===== src/rtl/pong_pkg.sv =====
// Shared screen geometry, coordinate widths and game state encoding for the
// pong game logic.
package pong_pkg;

  localparam int SCREEN_WIDTH  = 400;
  localparam int SCREEN_HEIGHT = 600;
  localparam int WRES_BITS     = $clog2(SCREEN_WIDTH);
  localparam int HRES_BITS     = $clog2(SCREEN_HEIGHT);

  localparam int PADDLE_W  = 8;
  localparam int PADDLE_H  = 80;
  localparam int BALL_SIZE = 8;

  typedef enum logic [2:0] {
    IDLE,
    SERVE_DELAY,
    PLAY,
    POINT,
    GAMEOVER
  } game_state_e;

endpackage


===== src/rtl/pong_paddle.sv =====
// Saturating vertical paddle position; moves one step per enabled frame while
// exactly one of up/down is held.
module pong_paddle
  import pong_pkg::*;
#(
  parameter int SPEED   = 6,
  parameter int RESET_Y = (SCREEN_HEIGHT - PADDLE_H) / 2
) (
  input  logic                 clk,
  input  logic                 rst,
  input  logic                 step_en,
  input  logic                 up,
  input  logic                 down,
  output logic [HRES_BITS-1:0] ymin,
  output logic [HRES_BITS-1:0] ymax
);

  localparam logic [HRES_BITS-1:0] STEP     = HRES_BITS'(SPEED);
  localparam logic [HRES_BITS-1:0] Y_TOP    = HRES_BITS'(SCREEN_HEIGHT - PADDLE_H);
  localparam logic [HRES_BITS-1:0] DOWN_LIM = HRES_BITS'(SCREEN_HEIGHT - PADDLE_H - SPEED);
  localparam logic [HRES_BITS-1:0] H_M1     = HRES_BITS'(PADDLE_H - 1);
  localparam logic [HRES_BITS-1:0] Y_RST    = HRES_BITS'(RESET_Y);

  logic [HRES_BITS-1:0] ymin_q, ymin_d;
  logic [HRES_BITS-1:0] ymax_q, ymax_d;

  always_comb begin
    ymin_d = ymin_q;
    if (step_en && up && !down) begin
      ymin_d = (ymin_q < STEP) ? '0 : ymin_q - STEP;
    end else if (step_en && down && !up) begin
      ymin_d = (ymin_q > DOWN_LIM) ? Y_TOP : ymin_q + STEP;
    end
    ymax_d = ymin_d + H_M1;
  end

  always_ff @(posedge clk or negedge rst) begin
    if (!rst) begin
      ymin_q <= Y_RST;
      ymax_q <= Y_RST + H_M1;
    end else begin
      ymin_q <= ymin_d;
      ymax_q <= ymax_d;
    end
  end

  assign ymin = ymin_q;
  assign ymax = ymax_q;

endmodule


===== src/rtl/pong_game.sv =====
// Per-frame pong game logic feeding the VGA renderer's bounding boxes and scores.
// Define PONG_AI_EN to let the right paddle track the ball instead of its buttons.
module pong_game
  import pong_pkg::*;
#(
  parameter int PADDLE_X_OFFSET = 16,
  parameter int PADDLE_SPEED    = 6,
  parameter int BALL_SPEED      = 3,
  parameter int SERVE_FRAMES    = 60,
  parameter int WIN_SCORE       = 9
) (
  input  logic                 clk,
  input  logic                 rst,
  input  logic                 vsync,
  input  logic                 serve,
  input  logic                 left_up,
  input  logic                 left_down,
  input  logic                 right_up,
  input  logic                 right_down,
  output logic [WRES_BITS-1:0] paddleleft_xmin,
  output logic [WRES_BITS-1:0] paddleleft_xmax,
  output logic [HRES_BITS-1:0] paddleleft_ymin,
  output logic [HRES_BITS-1:0] paddleleft_ymax,
  output logic [WRES_BITS-1:0] paddleright_xmin,
  output logic [WRES_BITS-1:0] paddleright_xmax,
  output logic [HRES_BITS-1:0] paddleright_ymin,
  output logic [HRES_BITS-1:0] paddleright_ymax,
  output logic [WRES_BITS-1:0] ball_xmin,
  output logic [WRES_BITS-1:0] ball_xmax,
  output logic [HRES_BITS-1:0] ball_ymin,
  output logic [HRES_BITS-1:0] ball_ymax,
  output logic [3:0]           score_left,
  output logic [3:0]           score_right,
  output logic                 game_over
);

  localparam int XW = WRES_BITS + 1;
  localparam int YW = HRES_BITS + 1;
  localparam int CW = $clog2(SERVE_FRAMES + 1);

  localparam logic [WRES_BITS-1:0] BALL_X0   = WRES_BITS'((SCREEN_WIDTH - BALL_SIZE) / 2);
  localparam logic [HRES_BITS-1:0] BALL_Y0   = HRES_BITS'((SCREEN_HEIGHT - BALL_SIZE) / 2);
  localparam logic [WRES_BITS-1:0] BALL_XM1  = WRES_BITS'(BALL_SIZE - 1);
  localparam logic [HRES_BITS-1:0] BALL_YM1  = HRES_BITS'(BALL_SIZE - 1);
  localparam logic [WRES_BITS-1:0] BX_LHIT   = WRES_BITS'(PADDLE_X_OFFSET + PADDLE_W);
  localparam logic signed [XW-1:0] SPD_X     = XW'(BALL_SPEED);
  localparam logic signed [YW-1:0] SPD_Y     = YW'(BALL_SPEED);
  localparam logic signed [XW-1:0] X_LHIT    = XW'(PADDLE_X_OFFSET + PADDLE_W - 1);
  localparam logic signed [XW-1:0] X_RHIT    = XW'(SCREEN_WIDTH - PADDLE_X_OFFSET - PADDLE_W - BALL_SIZE);
  localparam logic signed [XW-1:0] X_MAX     = XW'(SCREEN_WIDTH - BALL_SIZE);
  localparam logic signed [YW-1:0] Y_MAX     = YW'(SCREEN_HEIGHT - BALL_SIZE);
  localparam logic [CW-1:0]        CNT_LAST  = CW'(SERVE_FRAMES - 1);
  localparam logic [3:0]           WIN       = 4'(WIN_SCORE);

  logic vsync_q, vsync_qq, serve_q, serve_qq;
  logic tick, serve_edge, paddle_step;
  logic right_up_eff, right_down_eff;

  game_state_e           state_q, state_d;
  logic [CW-1:0]         cnt_q, cnt_d;
  logic [WRES_BITS-1:0]  ball_x_q, ball_x_d, ball_xmax_q, ball_xmax_d;
  logic [HRES_BITS-1:0]  ball_y_q, ball_y_d, ball_ymax_q, ball_ymax_d;
  logic                  dx_neg_q, dx_neg_d, dy_neg_q, dy_neg_d;
  logic [3:0]            score_l_q, score_l_d, score_r_q, score_r_d;
  logic                  game_over_q, game_over_d;

  logic signed [XW-1:0]  bx_s, nx;
  logic signed [YW-1:0]  by_s, ny;
  logic [HRES_BITS-1:0]  by_new, by_new_max;
  logic                  wall_dy_neg, hit_left, hit_right, miss_left, miss_right;

  assign tick        = vsync_qq & ~vsync_q;
  assign serve_edge  = serve_q & ~serve_qq;
  assign paddle_step = tick && (state_q != GAMEOVER);

`ifdef PONG_AI_EN
  logic [HRES_BITS-1:0] ball_mid, pad_mid;
  assign ball_mid       = ball_y_q + HRES_BITS'(BALL_SIZE / 2);
  assign pad_mid        = paddleright_ymin + HRES_BITS'(PADDLE_H / 2);
  assign right_up_eff   = (ball_mid + HRES_BITS'(4)) < pad_mid;
  assign right_down_eff = ball_mid > (pad_mid + HRES_BITS'(4));
`else
  assign right_up_eff   = right_up;
  assign right_down_eff = right_down;
`endif

  pong_paddle #(.SPEED(PADDLE_SPEED)) u_paddle_left (
    .clk(clk), .rst(rst), .step_en(paddle_step), .up(left_up), .down(left_down),
    .ymin(paddleleft_ymin), .ymax(paddleleft_ymax)
  );

  pong_paddle #(.SPEED(PADDLE_SPEED)) u_paddle_right (
    .clk(clk), .rst(rst), .step_en(paddle_step), .up(right_up_eff), .down(right_down_eff),
    .ymin(paddleright_ymin), .ymax(paddleright_ymax)
  );

  // Candidate ball move; overlap uses the wall-corrected y against the paddles as they stood before this frame.
  always_comb begin
    bx_s        = $signed({1'b0, ball_x_q});
    by_s        = $signed({1'b0, ball_y_q});
    nx          = dx_neg_q ? bx_s - SPD_X : bx_s + SPD_X;
    ny          = dy_neg_q ? by_s - SPD_Y : by_s + SPD_Y;
    wall_dy_neg = dy_neg_q;
    if (ny[YW-1]) begin
      by_new      = '0;
      wall_dy_neg = 1'b0;
    end else if (ny > Y_MAX) begin
      by_new      = Y_MAX[HRES_BITS-1:0];
      wall_dy_neg = 1'b1;
    end else begin
      by_new = ny[HRES_BITS-1:0];
    end
    by_new_max = by_new + BALL_YM1;
    hit_left   = dx_neg_q && (bx_s > X_LHIT) && (nx <= X_LHIT)
                 && (by_new <= paddleleft_ymax) && (by_new_max >= paddleleft_ymin);
    hit_right  = !dx_neg_q && (bx_s <= X_RHIT) && (nx > X_RHIT)
                 && (by_new <= paddleright_ymax) && (by_new_max >= paddleright_ymin);
    miss_left  = nx[XW-1] && !hit_left;
    miss_right = (nx > X_MAX) && !hit_right;
  end

  always_comb begin
    state_d   = state_q;
    cnt_d     = cnt_q;
    ball_x_d  = ball_x_q;
    ball_y_d  = ball_y_q;
    dx_neg_d  = dx_neg_q;
    dy_neg_d  = dy_neg_q;
    score_l_d = score_l_q;
    score_r_d = score_r_q;
    if (tick) begin
      unique case (state_q)
        SERVE_DELAY: begin
          if (cnt_q == CNT_LAST) begin
            state_d = PLAY;
            cnt_d   = '0;
          end else begin
            cnt_d = cnt_q + CW'(1);
          end
        end
        PLAY: begin
          ball_y_d = by_new;
          dy_neg_d = wall_dy_neg;
          if (hit_left) begin
            ball_x_d = BX_LHIT;
            dx_neg_d = 1'b0;
          end else if (hit_right) begin
            ball_x_d = X_RHIT[WRES_BITS-1:0];
            dx_neg_d = 1'b1;
          end else if (miss_left) begin
            ball_x_d  = '0;
            dx_neg_d  = 1'b1;
            score_r_d = score_r_q + 4'd1;
            state_d   = POINT;
            cnt_d     = '0;
          end else if (miss_right) begin
            ball_x_d  = X_MAX[WRES_BITS-1:0];
            dx_neg_d  = 1'b0;
            score_l_d = score_l_q + 4'd1;
            state_d   = POINT;
            cnt_d     = '0;
          end else begin
            ball_x_d = nx[WRES_BITS-1:0];
          end
        end
        POINT: begin
          if (cnt_q == CNT_LAST) begin
            cnt_d = '0;
            if (score_l_q == WIN || score_r_q == WIN) begin
              state_d = GAMEOVER;
            end else begin
              state_d  = SERVE_DELAY;
              ball_x_d = BALL_X0;
              ball_y_d = BALL_Y0;
            end
          end else begin
            cnt_d = cnt_q + CW'(1);
          end
        end
        default: ;
      endcase
    end
    // A serve arriving with a tick overrides only the state the tick left behind.
    if (serve_edge && state_q == IDLE) begin
      state_d = SERVE_DELAY;
      cnt_d   = '0;
    end else if (serve_edge && state_q == GAMEOVER) begin
      state_d   = SERVE_DELAY;
      cnt_d     = '0;
      score_l_d = '0;
      score_r_d = '0;
      ball_x_d  = BALL_X0;
      ball_y_d  = BALL_Y0;
    end
    ball_xmax_d = ball_x_d + BALL_XM1;
    ball_ymax_d = ball_y_d + BALL_YM1;
    game_over_d = (state_d == GAMEOVER);
  end

  always_ff @(posedge clk or negedge rst) begin
    if (!rst) begin
      vsync_q     <= 1'b1;
      vsync_qq    <= 1'b1;
      serve_q     <= 1'b0;
      serve_qq    <= 1'b0;
      state_q     <= IDLE;
      cnt_q       <= '0;
      ball_x_q    <= BALL_X0;
      ball_y_q    <= BALL_Y0;
      ball_xmax_q <= BALL_X0 + BALL_XM1;
      ball_ymax_q <= BALL_Y0 + BALL_YM1;
      dx_neg_q    <= 1'b0;
      dy_neg_q    <= 1'b0;
      score_l_q   <= '0;
      score_r_q   <= '0;
      game_over_q <= 1'b0;
    end else begin
      vsync_q     <= vsync;
      vsync_qq    <= vsync_q;
      serve_q     <= serve;
      serve_qq    <= serve_q;
      state_q     <= state_d;
      cnt_q       <= cnt_d;
      ball_x_q    <= ball_x_d;
      ball_y_q    <= ball_y_d;
      ball_xmax_q <= ball_xmax_d;
      ball_ymax_q <= ball_ymax_d;
      dx_neg_q    <= dx_neg_d;
      dy_neg_q    <= dy_neg_d;
      score_l_q   <= score_l_d;
      score_r_q   <= score_r_d;
      game_over_q <= game_over_d;
    end
  end

  assign paddleleft_xmin  = WRES_BITS'(PADDLE_X_OFFSET);
  assign paddleleft_xmax  = WRES_BITS'(PADDLE_X_OFFSET + PADDLE_W - 1);
  assign paddleright_xmin = WRES_BITS'(SCREEN_WIDTH - PADDLE_X_OFFSET - PADDLE_W);
  assign paddleright_xmax = WRES_BITS'(SCREEN_WIDTH - PADDLE_X_OFFSET - 1);
  assign ball_xmin        = ball_x_q;
  assign ball_xmax        = ball_xmax_q;
  assign ball_ymin        = ball_y_q;
  assign ball_ymax        = ball_ymax_q;
  assign score_left       = score_l_q;
  assign score_right      = score_r_q;
  assign game_over        = game_over_q;

endmodule


===== config.mk =====
export PLATFORM = sky130hd
export DESIGN_NAME = pong_game
export DESIGN_NICKNAME = d
export VERILOG_FILES = /design/src/rtl/pong_pkg.sv /design/src/rtl/pong_paddle.sv /design/src/rtl/pong_game.sv
export SDC_FILE = /design/constraint.sdc
export NUM_CORES = 1
export LEC_CHECK = 0
export BUFFER_PORTS_ARGS = -buffer_cell sky130_fd_sc_hd__buf_2
export CAP_MARGIN = 5
export CORE_MARGIN = 2
export CORE_UTILIZATION = 30
export CTS_CLUSTER_DIAMETER = 100
export DETAILED_ROUTE_END_ITERATION = 7
export GPL_ROUTABILITY_DRIVEN = 0
export HOLD_SLACK_MARGIN = 0.12
export RECOVER_POWER = 25
export SETUP_SLACK_MARGIN = 0.1
export SYNTH_ARGS = -nofsm -noshare
export SYNTH_HDL_FRONTEND = slang
export SYNTH_HIERARCHICAL = 1
export SYNTH_SLANG_ARGS = --single-unit

===== constraint.sdc =====
create_clock -name clk -period 5.3 [get_ports clk]
set_input_delay 0.795 -clock clk [delete_from_list [all_inputs] [get_ports clk]]
set_output_delay 0.795 -clock clk [all_outputs]
set_load 0.1 [all_outputs]

==> flow_metrics.env <==
export IMPL_status="complete, but fails checks"
export IMPL_violations="capacitance limit, slew limit, setup timing"
export IMPL_die_y_microns=170
export IMPL_antenna_found_initial=0
export IMPL_ys_types=105
export IMPL_postPlaceCellArea_sq_um=9680
export IMPL_min_to="vsync_qq"
export IMPL_wl_per_cell_microns=16.8
export IMPL_drive_above_1_share_pct=35.1
export IMPL_vias=7482
export IMPL_final_area_sq_um=10700
export IMPL_setup_viol=15
export IMPL_hold_path_depth=0
export IMPL_final_hold_viol_count=0
export IMPL_synth_area_leader_cell="dfrtp_1"
export IMPL_min_path_type="register to register"
export IMPL_hp_start="vsync_q"
export IMPL_slew_viol_final=60
export IMPL_clock_latency_ns=0.36
export IMPL_drtIter0Drc=350
export IMPL_num_rows=60
export IMPL_dp_cells=1409
export IMPL_power_density_nw_per_um2=376
export IMPL_drtAntennaViolNets=0
export IMPL_final_cell_mix="99 x buf_4, 93 x buf_2, 75 x inv_1"
export IMPL_rrSetupSlack_ns=-0.25
export IMPL_switching_power_mw=2.22
export IMPL_comb_power_share_pct=53.3
export IMPL_ff2ff_path_depth=25
export IMPL_syn_area_per_cell_sq_um=9.01
export IMPL_hpwlAfterDp_microns=18700
export IMPL_syn_area_sq_um=8220
export IMPL_finalNetCount=1186
export IMPL_start_util_pct=30.5
export IMPL_path_clk_slew_ns=0.08
export IMPL_grt_max_degree=60
export IMPL_synth_warning_count=6
export IMPL_path_max_fanout=4
export IMPL_layout_min_cycle_time_ns=5.55
export IMPL_period_share_pct=105
export IMPL_syn2layout_area_growth_pct=29.8
export IMPL_grt_pass1_vias=7291
export IMPL_required_ns=5.55
export IMPL_worst_ep_arrival_time_ns=5.80
export IMPL_worstMarginPinSlew_ns=3.13
export IMPL_synth_edff_count=0
export IMPL_fp_dieW_microns=170
export IMPL_dr_pass1_iters=5
export IMPL_clock_power_share_pct=16.2
export IMPL_r2r_end="ball_xmax[8]"
export IMPL_grt_util_all_layers_pct=17.1
export IMPL_start_kind="register"
export IMPL_clockBufferDepth=2
export IMPL_core_sq_um=27000
export IMPL_hold_ws_ns=0.367
export IMPL_ys_async_sr_fraction_pct=100
export IMPL_synth_area_top_cells="dfrtp_1 21%, ha_1 11%, dfstp_2 11%"
export IMPL_slew_headroom_pct=-109
export IMPL_cts_hold_buf=0
export IMPL_cts_tree="yes"
export IMPL_ys_seq_area_share_pct=31.5
export IMPL_end_kind="register"
export IMPL_routed_wirelength_microns=24300
export IMPL_path_class="register to register"
export IMPL_p_total_mw=4.02
export IMPL_netlist_area_leader_share_pct=21.0
export IMPL_intPower_mw=1.79
export IMPL_clock_fmax_mhz=180
export IMPL_drc=0
export IMPL_setup_slack_ns=-0.254
export IMPL_rsz0062_at_grt="true"
export IMPL_htreeDepth=3
export IMPL_drv_cap=1
export IMPL_swShare_pct=55.3
export IMPL_gr_total_overflow=0
export IMPL_grt_pass1_wl_microns=39100
export IMPL_peakVddDrop_v=0.000524
export IMPL_clock_skew_ns=0.0114
export IMPL_regToRegStartpoint="dy_neg_q"
export IMPL_leakagePower_nw=5.01
export IMPL_ys_ff_latch=102
export IMPL_dieArea_sq_um=28700
export IMPL_vias_per_cell=5.16
export IMPL_fin_util_pct=39.6
export IMPL_cts_sinks=102
export IMPL_cts_root_buf="clkbuf_16"
export IMPL_layoutNonFillerInstCount=1449
export IMPL_pin_count=131
export IMPL_p_seq_share_pct=30.5
export IMPL_synthFlopType="dfrtp_1"
export IMPL_mostFrequentLayoutCell="buf_4"
export IMPL_port_buffers=94
export IMPL_diodes=0
export IMPL_numCtsBuffers=9
export IMPL_synth_cells=913
==> flip-flops by register name, indices dropped and copies added (netlist names) <==
name and flops:
ball_ymin 10, cnt_q 6, score_right 4, game_over 1
ball_xmax 9, serve_qq 1, u_paddle_left/ymax 10, vsync_q 1
state_q 3, u_paddle_right/ymin 10, u_paddle_left/ymin 10, vsync_qq 1
dx_neg_q 1, ball_xmin 9, dy_neg_q 1, ball_ymax 10
score_left 4, u_paddle_right/ymax 10, serve_q 1
==> through the flow <==
stage                     TNS (ns)  setup slack, ns
after global routing         -7.89           -0.511
after global placement       -3.01           -0.376
after detailed placement     -5.76           -0.494
final                        -1.71           -0.254
after CTS                    -1.06           -0.208
after floorplan              -2.97           -0.424
==> worst max-delay path by stage <==
stage / from / endpoint
5_1_grt: dy_neg_q / ball_xmax[7]
6_report: dy_neg_q / ball_xmax[8]
2_1_floorplan: ball_ymin[3] / ball_xmax[8]
3_3_place_gp: ball_ymin[2] / ball_xmax[8]
3_5_place_dp: ball_ymin[2] / ball_xmax[8]
4_1_cts: dy_neg_q / ball_xmax[8]
==> logic make-up (layout without fill, tap and decap cells) <==
family / count (synthesis) / after routing / share of synthesized area [%]
simple gates: 285 / 285 / 18.6
buf+inv: 141 / 302 / 8.66
xor+xnor: 67 / 67 / 7.23
compound gates: 238 / 238 / 21.9
flops: 102 / 102 / 31.5
fa+ha+maj: 75 / 75 / 11.6
other cells: 2 / 36 / 0.0913
mux: 3 / 3 / 0.365
==> synthesized netlist by cell type (5+ instances only) <==
cell / count
buf_2: 5
xnor2_1: 39
and2_1: 12
a31oi_1: 8
nor3b_1: 6
dfrtp_1: 69
a21o_1: 13
a21oi_1: 41
nand4_1: 14
nor2_1: 70
dfstp_2: 33
o21ai_1: 11
clkbuf_1: 14
ha_1: 73
nor4_1: 11
o31ai_1: 11
nor3_1: 16
o21a_1: 12
nand3_1: 30
and3_1: 9
or2_2: 8
buf_4: 37
o21ai_0: 32
o22ai_1: 7
or3_1: 6
nor2b_1: 8
nand2_1: 54
a211oi_1: 7
inv_1: 79
nand2b_1: 7
buf_6: 5
xor2_1: 27
==> critical path, cell delays in order, from the launching register on <==
cell	delay, ns
dfrtp_1	0.42
buf_6	0.13
ha_4	0.20
nor2b_4	0.12
o31a_1	0.31
o21a_1	0.21
or3_4	0.35
a311oi_4	0.30
or2_4	0.21
nand2_4	0.05
buf_4	0.12
buf_4	0.13
nor4_4	0.25
xor2_1	0.25
ha_1	0.32
a2111oi_4	0.33
o21ai_2	0.10
a21oi_2	0.19
a2111oi_4	0.09
a32oi_2	0.28
nand4_1	0.21
o21a_1	0.31
ha_4	0.19
a21oi_2	0.10
nand4_1	0.12
xnor2_1	0.16
==> final cells by class <==
type	count	area [sq um]
Fill cell	2670	16300
Multi-Input combinational cell	704	5700
Sequential cell	102	2620
Timing Repair Buffer	206	1350
Inverter	80	300
Clock inverter	6	51.3
Tap cell	341	427
Clock buffer	10	229
==> power by group through the flow <==
stage / clock network (mW) / registers [mW] / logic, mW
after CTS: 0.663 / 1.22 / 2.10
after detailed placement: 0 / 1.23 / 2.06
after floorplan: 0 / 1.93 / 1.01
after global routing: 0.697 / 1.25 / 2.29
after global placement: 0 / 1.23 / 2.05
final: 0.649 / 1.23 / 2.14
==> per-layer routing <==
metal	wire, microns	GRT usage, %	up-vias	part of all wire [%]
li1	-	-	3634	-
met3	1080	2.05	21	4.5
met1	11400	23.2	3626	47
met4	335	4.76	0	1.4
met5	0	0	-	0
met2	11600	28.7	201	48
==> what timing repair did <==
action	CTS	global route
endpoints found under the setup margin	33	34
gates resized for setup	58	48
setup buffers	14	10
pin swaps	40	32
Power figures use the tool's default switching activity.
